`config.mk`:
```
export PLATFORM = sky130hd
export DESIGN_NAME = adc_fill_sequencer_flat
export DESIGN_NICKNAME = d
export VERILOG_FILES = /design/src/rtl/adc_fill_pkg.sv /design/src/rtl/adc_fill_sequencer_if.sv /design/src/rtl/fill_burst_down_cntr.sv /design/src/rtl/adc_fill_sequencer.sv /design/src/flat_wrapper.sv
export SDC_FILE = /design/constraint.sdc
export NUM_CORES = 1
export LEC_CHECK = 0
export CAP_MARGIN = 15
export CORE_ASPECT_RATIO = 0.6
export CORE_MARGIN = 1.5
export CORE_UTILIZATION = 49
export CTS_CLUSTER_SIZE = 12
export DETAILED_ROUTE_END_ITERATION = 10
export GPL_TIMING_DRIVEN = 0
export PLACE_DENSITY = 0.92
export SYNTH_ARGS = -nofsm -noshare
export SYNTH_HDL_FRONTEND = slang
export SYNTH_SLANG_ARGS = --single-unit
```
`constraint.sdc`:
```
create_clock -name clk -period 3.8 [get_ports clk]
set_input_delay 0.76 -clock clk [delete_from_list [all_inputs] [get_ports clk]]
set_output_delay 0.76 -clock clk [all_outputs]
set_load 0.05 [all_outputs]
```
`src/rtl/adc_fill_pkg.sv`:
```
// Shared types and constants for the ADC fill sequencer: FSM states, burst
// lengths and default widths.
package adc_fill_pkg;

    typedef enum logic [1:0] {
        IDLE = 2'd0,
        LOAD = 2'd1,
        FILL = 2'd2,
        DONE = 2'd3
    } fill_state_e;

    localparam int unsigned BURST_LEN_8    = 8;
    localparam int unsigned BURST_LEN_10   = 10;
    localparam int unsigned CNT_W_DEFAULT  = 21;
    localparam int unsigned DATA_W_DEFAULT = 12;
    localparam int unsigned SMP_CNT_W      = 4;

    // Index of the last sample in a burst for the selected burst length.
    function automatic logic [SMP_CNT_W-1:0] last_sample_idx(input logic sel_10);
        logic [SMP_CNT_W-1:0] idx_s;
        if (sel_10) begin
            idx_s = SMP_CNT_W'(BURST_LEN_10 - 1);
        end else begin
            idx_s = SMP_CNT_W'(BURST_LEN_8 - 1);
        end
        return idx_s;
    endfunction

endpackage

```
`src/rtl/adc_fill_sequencer_if.sv`:
```
// Sample-stream / FIFO-write bundle between the ADC front end, the fill
// sequencer and the channel fill FIFO.
interface adc_fill_sequencer_if #(
    parameter int DATA_W = 12
) ();
    logic              adc_valid;
    logic [DATA_W-1:0] adc_data;
    logic              fifo_ready;
    logic              fifo_wr;
    logic [DATA_W-1:0] fifo_data;

    modport master (
        output adc_valid,
        output adc_data,
        output fifo_ready,
        input  fifo_wr,
        input  fifo_data
    );

    modport slave (
        input  adc_valid,
        input  adc_data,
        input  fifo_ready,
        output fifo_wr,
        output fifo_data
    );
endinterface

```
`src/rtl/fill_burst_down_cntr.sv`:
```
// Loadable remaining-burst down-counter; decrements saturate at zero so the
// count never wraps.
module fill_burst_down_cntr #(
    parameter int CNT_W = 21
) (
    input  logic             clk,
    input  logic             rst_n,
    input  logic             load,
    input  logic [CNT_W-1:0] load_val,
    input  logic             dec_en,
    output logic [CNT_W-1:0] count,
    output logic             at_zero
);

    logic [CNT_W-1:0] count_r;
    logic             zero_s;

    assign zero_s  = (count_r == {CNT_W{1'b0}});
    assign count   = count_r;
    assign at_zero = zero_s;

    // Count register: load has priority over decrement.
    always_ff @(posedge clk or negedge rst_n) begin
        if (!rst_n) begin
            count_r <= {CNT_W{1'b0}};
        end else if (load) begin
            count_r <= load_val;
        end else if (dec_en && !zero_s) begin
            count_r <= count_r - {{(CNT_W-1){1'b0}}, 1'b1};
        end else begin
            count_r <= count_r;
        end
    end

endmodule

```
`src/rtl/adc_fill_sequencer.sv`:
```
// Per-channel fill controller: gates a programmed number of complete 8/10
// sample bursts from the ADC stream into the fill FIFO and reports status.
module adc_fill_sequencer
    import adc_fill_pkg::*;
#(
    parameter int CNT_W  = CNT_W_DEFAULT,
    parameter int DATA_W = DATA_W_DEFAULT
) (
    input  logic                 clk,
    input  logic                 rst_n,
    input  logic                 armed,
    input  logic                 trigger,
    input  logic                 abort,
    input  logic                 clear_status,
    input  logic [CNT_W-1:0]     num_fill_bursts,
    input  logic                 burst_sel_10,
    adc_fill_sequencer_if.slave  stream,
    output logic                 busy,
    output logic                 fill_done,
    output logic                 fill_aborted,
    output logic [CNT_W-1:0]     bursts_left,
    output logic                 overflow,
    output logic                 trig_miss
);

    fill_state_e          state_r, state_s;
    logic                 sel_10_r;
    logic [SMP_CNT_W-1:0] smp_cnt_r;
    logic                 fifo_wr_r;
    logic [DATA_W-1:0]    fifo_data_r;
    logic                 busy_r, done_r, aborted_r, overflow_r, trig_miss_r;

    logic                 trig_accept_s, abort_hit_s, take_s, drop_s;
    logic                 burst_end_s, last_burst_s, cnt_zero_s;
    logic [CNT_W-1:0]     cnt_s;

    assign trig_accept_s = (state_r == IDLE) && trigger && armed;
    assign abort_hit_s   = abort && ((state_r == LOAD) || (state_r == FILL));
    // An abort suppresses the acceptance of the sample in the same cycle.
    assign take_s        = (state_r == FILL) && stream.adc_valid && stream.fifo_ready && !abort;
    assign drop_s        = (state_r == FILL) && stream.adc_valid && !stream.fifo_ready;
    assign burst_end_s   = take_s && (smp_cnt_r == last_sample_idx(sel_10_r));
    assign last_burst_s  = burst_end_s && (cnt_s == {{(CNT_W-1){1'b0}}, 1'b1});

    fill_burst_down_cntr #(
        .CNT_W (CNT_W)
    ) u_down_cntr (
        .clk      (clk),
        .rst_n    (rst_n),
        .load     (trig_accept_s),
        .load_val (num_fill_bursts),
        .dec_en   (burst_end_s),
        .count    (cnt_s),
        .at_zero  (cnt_zero_s)
    );

    // State register.
    always_ff @(posedge clk or negedge rst_n) begin
        if (!rst_n) begin
            state_r <= IDLE;
        end else begin
            state_r <= state_s;
        end
    end

    // Next-state logic.
    always_comb begin
        state_s = state_r;
        case (state_r)
            IDLE: begin
                if (trig_accept_s) begin
                    state_s = LOAD;
                end else begin
                    state_s = IDLE;
                end
            end
            LOAD: begin
                if (abort) begin
                    state_s = IDLE;
                end else if (cnt_zero_s) begin
                    state_s = DONE;
                end else begin
                    state_s = FILL;
                end
            end
            FILL: begin
                if (abort) begin
                    state_s = IDLE;
                end else if (last_burst_s) begin
                    state_s = DONE;
                end else begin
                    state_s = FILL;
                end
            end
            DONE:    state_s = IDLE;
            default: state_s = IDLE;
        endcase
    end

    // Burst-length select and in-burst sample counter.
    always_ff @(posedge clk or negedge rst_n) begin
        if (!rst_n) begin
            sel_10_r  <= 1'b0;
            smp_cnt_r <= {SMP_CNT_W{1'b0}};
        end else if (trig_accept_s) begin
            sel_10_r  <= burst_sel_10;
            smp_cnt_r <= {SMP_CNT_W{1'b0}};
        end else if (burst_end_s) begin
            sel_10_r  <= sel_10_r;
            smp_cnt_r <= {SMP_CNT_W{1'b0}};
        end else if (take_s) begin
            sel_10_r  <= sel_10_r;
            smp_cnt_r <= smp_cnt_r + {{(SMP_CNT_W-1){1'b0}}, 1'b1};
        end else begin
            sel_10_r  <= sel_10_r;
            smp_cnt_r <= smp_cnt_r;
        end
    end

    // Registered FIFO write path and status pulses.
    always_ff @(posedge clk or negedge rst_n) begin
        if (!rst_n) begin
            fifo_wr_r   <= 1'b0;
            fifo_data_r <= {DATA_W{1'b0}};
            busy_r      <= 1'b0;
            done_r      <= 1'b0;
            aborted_r   <= 1'b0;
        end else begin
            fifo_wr_r   <= take_s;
            fifo_data_r <= take_s ? stream.adc_data : fifo_data_r;
            busy_r      <= (state_s == LOAD) || (state_s == FILL);
            done_r      <= (state_s == DONE);
            aborted_r   <= abort_hit_s;
        end
    end

    // Sticky status flags; a set in the same cycle beats any clear.
    always_ff @(posedge clk or negedge rst_n) begin
        if (!rst_n) begin
            overflow_r  <= 1'b0;
            trig_miss_r <= 1'b0;
        end else begin
            if (drop_s) begin
                overflow_r <= 1'b1;
            end else if (trig_accept_s || clear_status) begin
                overflow_r <= 1'b0;
            end else begin
                overflow_r <= overflow_r;
            end
            if (trigger && (state_r != IDLE)) begin
                trig_miss_r <= 1'b1;
            end else if (trig_accept_s || clear_status) begin
                trig_miss_r <= 1'b0;
            end else begin
                trig_miss_r <= trig_miss_r;
            end
        end
    end

    assign stream.fifo_wr   = fifo_wr_r;
    assign stream.fifo_data = fifo_data_r;
    assign busy             = busy_r;
    assign fill_done        = done_r;
    assign fill_aborted     = aborted_r;
    assign bursts_left      = cnt_s;
    assign overflow         = overflow_r;
    assign trig_miss        = trig_miss_r;

endmodule

```
`src/flat_wrapper.sv`:
```
// flat-port wrapper written by rule: the top's interface ports become plain ports
module adc_fill_sequencer_flat import adc_fill_pkg::*;
#(
    parameter int CNT_W  = CNT_W_DEFAULT,
    parameter int DATA_W = DATA_W_DEFAULT
)
  (clk, rst_n, armed, trigger, abort, clear_status, num_fill_bursts, burst_sel_10, busy, fill_done, fill_aborted, bursts_left, overflow, trig_miss, stream_adc_valid, stream_adc_data, stream_fifo_ready, stream_fifo_wr, stream_fifo_data);
  adc_fill_sequencer_if #(.DATA_W(DATA_W)) stream_i ();
  input  logic clk;
  input  logic rst_n;
  input  logic armed;
  input  logic trigger;
  input  logic abort;
  input  logic clear_status;
  input  logic [CNT_W-1:0] num_fill_bursts;
  input  logic burst_sel_10;
  output logic busy;
  output logic fill_done;
  output logic fill_aborted;
  output logic [CNT_W-1:0] bursts_left;
  output logic overflow;
  output logic trig_miss;
  input wire logic [$bits(stream_i.adc_valid)-1:0] stream_adc_valid;
  input wire logic [$bits(stream_i.adc_data)-1:0] stream_adc_data;
  input wire logic [$bits(stream_i.fifo_ready)-1:0] stream_fifo_ready;
  output wire logic [$bits(stream_i.fifo_wr)-1:0] stream_fifo_wr;
  output wire logic [$bits(stream_i.fifo_data)-1:0] stream_fifo_data;
  assign stream_i.adc_valid = stream_adc_valid;
  assign stream_i.adc_data = stream_adc_data;
  assign stream_i.fifo_ready = stream_fifo_ready;
  assign stream_fifo_wr = stream_i.fifo_wr;
  assign stream_fifo_data = stream_i.fifo_data;
  adc_fill_sequencer #(.CNT_W(CNT_W), .DATA_W(DATA_W)) u_core (.clk(clk), .rst_n(rst_n), .armed(armed), .trigger(trigger), .abort(abort), .clear_status(clear_status), .num_fill_bursts(num_fill_bursts), .burst_sel_10(burst_sel_10), .stream(stream_i), .busy(busy), .fill_done(fill_done), .fill_aborted(fill_aborted), .bursts_left(bursts_left), .overflow(overflow), .trig_miss(trig_miss));
endmodule
```
==> run_results.csv <==
group,metric,value,unit
run_status,run_status,"complete, no violations",
route,via_density_per_instance,5.62,
clock_network,cts_max_level,2,
floorplanning,io_pins,81,
logic_synthesis,post_synth_inst_count,257,
clock_network,cts.sinks,46,
clock_network,ctsResizeCount,0,
worst_setup_path,reg2reg_from,"u_core.state_r[0]$_DFF_PN0_",
final_layout,num-nets-final,395,
floorplanning,effective_utilization_at_floorplan,52.0,%
logic_synthesis,synth_seq_cells,46,
final_layout,mostFrequentLayoutCells,"sky130_fd_sc_hd__clkdlybuf4s50_1, sky130_fd_sc_hd__nand2_1, sky130_fd_sc_hd__dfrtp_1, sky130_fd_sc_hd__nor2_1, sky130_fd_sc_hd__o21ai_0",
worst_setup_path,critical_path.slowest_cell,"sky130_fd_sc_hd__nor4b_4",
worst_setup_path,crit_path_max_incr_delay,0.53,ns
worst_setup_path,critical_path_required,3.99,ns
logic_synthesis,syn-mean-instance-area,9.47,um2
route,detailedRoute.firstPassIterationCount,8,
worst_setup_path,timing_worst_setup_path_type,"in -> reg",
place,detailed_placement_hpwl,4.72,mm
global_routing,gr-usage-all-layers,24.6,%
logic_synthesis,unique_masters_post_synth,53,
timing,finalCritPeriodShare,73.0,%
final_layout,insertedDiodeCount,0,
timing,tns,0,ns
worst_setup_path,crit_chain,"clkdlybuf4s50_1 -> nand4b_4 -> inv_2 -> o211ai_1 -> nor4b_4 -> a21boi_1 -> o31a_1",
power,p_leak,1.49,nW
place,globalplace.congestion,0.897,
place,io_buffer_count,80,
clock_network,postCtsHoldBufs,0,
route,drt.antenna.violating_nets,0,
power,ir_worst_vdd,222,uV
logic_synthesis,share_of_the_yosys_chip_area_belonging_to_registers,47.3,%
floorplanning,die_height,57.6,um
worst_setup_path,reg2reg_to,"u_core.u_down_cntr.count[15]$_DFFE_PN0P_",
final_layout,drive_gt1_share,6.94,%
timing,hold_violations,0,
floorplanning,core_area,4680,um2
run,drv_cap,0,
route,detail_route.wirelength,6.27,mm
floorplanning,die-area,5410,um2
route,drc_errors,0,
timing,timing_max_transition_violations_final,0,
worst_setup_path,setup.worst_path.end_class,"flip-flop",
logic_synthesis,syn_area,2430,um2
worst_setup_path,timing.reg2reg.setup_slack,1.31,ns
worst_setup_path,timing.critical_path.fanout_max,10,
route,detailedRoute.firstIterationViolations,158,
route,number_of_vias_after_detailed_routing,2297,
worst_setup_path,ff2ff_path_depth,8,
logic_synthesis,ys.flop_type,"sky130_fd_sc_hd__dfrtp_1",
global_routing,grt_start_max_net_pins,25,
floorplanning,std_cell_rows,19,
clock_network,worst_skew_pair.late_latency,0.30,ns
power,design_power_total,1.43,mW
global_routing,grt_overflow,0,
clock_network,worst_setup_hold_path_clk_slew,0.08,ns
clock_network,clk_root_buffer_cell,"sky130_fd_sc_hd__clkbuf_8",
floorplanning,fp.dieW,94.0,um
timing,rsz_0062_raised_after_global_routing,"false",
timing,fmax,0.361,GHz
global_routing,first_pass_grt_wire_length,10.1,mm
final_layout,syn_to_final_growth,41.5,%
timing,setup_viol_count_final,0,
worst_setup_path,start_kind,"primary input",
timing,clock-skew-final,0.00519,ns
worst_setup_path,arrival,2.96,ns
timing,timing.max_slew.rel_slack,53.2,%
logic_synthesis,synthesis.nets,307,
global_routing,grt_antenna_before_repair,0,
timing,finalWorstPathRequiredPeriod,2.77,ns
logic_synthesis,synth-warning-count,0,
logic_synthesis,synth_edf_count,0,
final_layout,mostFrequentLayoutCell,"sky130_fd_sc_hd__clkdlybuf4s50_1",
min_path,hold_path.class,"in -> async",
global_routing,first_global_vias,2182,
timing,worst_slew_pin_slew,0.698,ns
clock_network,clk_path_buf_depth,2,
logic_synthesis,synth-async-reset-ratio,100,%
clock_network,postCtsSetupRepairBufs,0,
power,power_density,415,nW/um2
clock_network,cts_tree,"yes",
route,routed_wire_length_per_instance,15.3,um
clock_network,cts_buffers,5,
-- cells in the mapped netlist (2+ instances only) --
library cell                count  area share (%)
sky130_fd_sc_hd__xnor2_1        9             3.2
sky130_fd_sc_hd__nor2_1        19             2.9
sky130_fd_sc_hd__dfrtp_1       46              47
sky130_fd_sc_hd__o31a_1         2            0.72
sky130_fd_sc_hd__a21oi_1        6             1.2
sky130_fd_sc_hd__a2111oi_0      2            0.72
sky130_fd_sc_hd__nand3_1        5             1.0
sky130_fd_sc_hd__o211ai_1       2            0.62
sky130_fd_sc_hd__or3_4          2            0.93
sky130_fd_sc_hd__o211a_1        3             1.2
sky130_fd_sc_hd__a211oi_1       2            0.62
sky130_fd_sc_hd__nor4_1         3            0.77
sky130_fd_sc_hd__and4bb_2       2             1.0
sky130_fd_sc_hd__nand2_1       57             8.8
sky130_fd_sc_hd__and4_1         2            0.72
sky130_fd_sc_hd__nor2b_1        2            0.51
sky130_fd_sc_hd__and3_1         2            0.51
sky130_fd_sc_hd__clkbuf_1       6            0.93
sky130_fd_sc_hd__or3_1          2            0.51
sky130_fd_sc_hd__a31oi_1        8             2.1
sky130_fd_sc_hd__o21ai_0       11             2.3
sky130_fd_sc_hd__ha_1           8             4.1
sky130_fd_sc_hd__nand2b_1       2            0.51
sky130_fd_sc_hd__inv_1          7             1.1
sky130_fd_sc_hd__o21ai_1        2            0.41
sky130_fd_sc_hd__nand4_1        3            0.77
sky130_fd_sc_hd__and2_1         2            0.51
sky130_fd_sc_hd__nor3_1         5             1.0
sky130_fd_sc_hd__or4_1          7             2.2
sky130_fd_sc_hd__o31ai_1        5             1.5
-- worst max-delay path: cells and delay by family --
| family | cells | cell delay (ns) |
|---|---|---|
| and+or+nand+nor | 2 | 0.80 |
| AOI/OAI and AO/OA | 3 | 0.73 |
| buffers and inverters | 2 | 0.66 |
-- kinds of logic (layout without fill, tap and decap cells) --
group | count (synthesis) | in the layout | share of synthesized area [%]
simple gates | 124 | 124 | 27.5
compound gates | 53 | 53 | 15.0
flops | 46 | 46 | 47.3
buf+inv | 16 | 105 | 2.52
xor+xnor | 9 | 9 | 3.24
fa+ha+maj | 8 | 8 | 4.11
mux | 1 | 1 | 0.411
-- worst max path at each step --
stage | from | end | cells past startpoint
finish | abort | u_core.u_down_cntr.count[15]$_DFFE_PN0P_ | 7
global route | abort | u_core.u_down_cntr.count[15]$_DFFE_PN0P_ | 7
CTS | abort | u_core.u_down_cntr.count[15]$_DFFE_PN0P_ | 7
detailed placement | abort | u_core.u_down_cntr.count[15]$_DFFE_PN0P_ | 7
global placement | rst_n | u_core.stream.fifo_data[1]$_DFFE_PN0P_ | 1
floorplan | u_core.u_down_cntr.count[11]$_DFFE_PN0P_ | u_core.u_down_cntr.count[15]$_DFFE_PN0P_ | 5
-- routing by layer --
layer | track usage (%) | vias to the layer above | share of wire, %
met1 | 34.2 | 1080 | 46
met2 | 37.1 | 107 | 43
li1 | - | 1101 | -
met4 | 7.68 | 0 | 1.1
met5 | 0 | - | 0
met3 | 7.73 | 9 | 9.4
-- through the flow --
stage          area (um2)  util [%]  hold WS, ns  worst slack [ns]  std cells
4_1_cts              3440      73.6        0.442              1.07        409
2_1_floorplan        2430         -        0.452              1.58        257
5_1_grt              3440      73.6        0.460             0.920        409
3_3_place_gp         3310      70.7        0.457             0.740        400
6_report             3440      73.6        0.434              1.03        409
3_5_place_dp         3340      71.2        0.467             0.771        401
-- flip-flops by register name, summed over array words and instances, names as in the netlist --
name,cells
u_core.u_down_cntr.count,21
u_core.stream.fifo_data,12
u_core.smp_cnt_r,4
u_core.state_r,2
u_core.busy,1
u_core.fill_aborted,1
u_core.fill_done,1
u_core.overflow,1
u_core.sel_10_r,1
u_core.stream.fifo_wr,1
u_core.trig_miss,1
-- final cells by class --
class                   instances  area (um2)
plain buffers                   8        31.3
clock buffers                   5        68.8
clock inverters                 3        40.0
fillers                       323        1240
inverters                       8        30.0
multi-input cells             195        1220
flip-flops and latches         46        1150
well taps                      63        78.8
repair buffers                 81         823
-- report_power, final --
group | total (mW) | switching, mW | internal [mW] | leakage, nW
logic | 0.469 | 0.288 | 0.181 | 0.848
registers | 0.604 | 0.0631 | 0.541 | 0.583
clock network | 0.358 | 0.165 | 0.194 | 0.0579
total | 1.43 | 0.516 | 0.915 | 1.49
(Power assumes the default switching activity.)
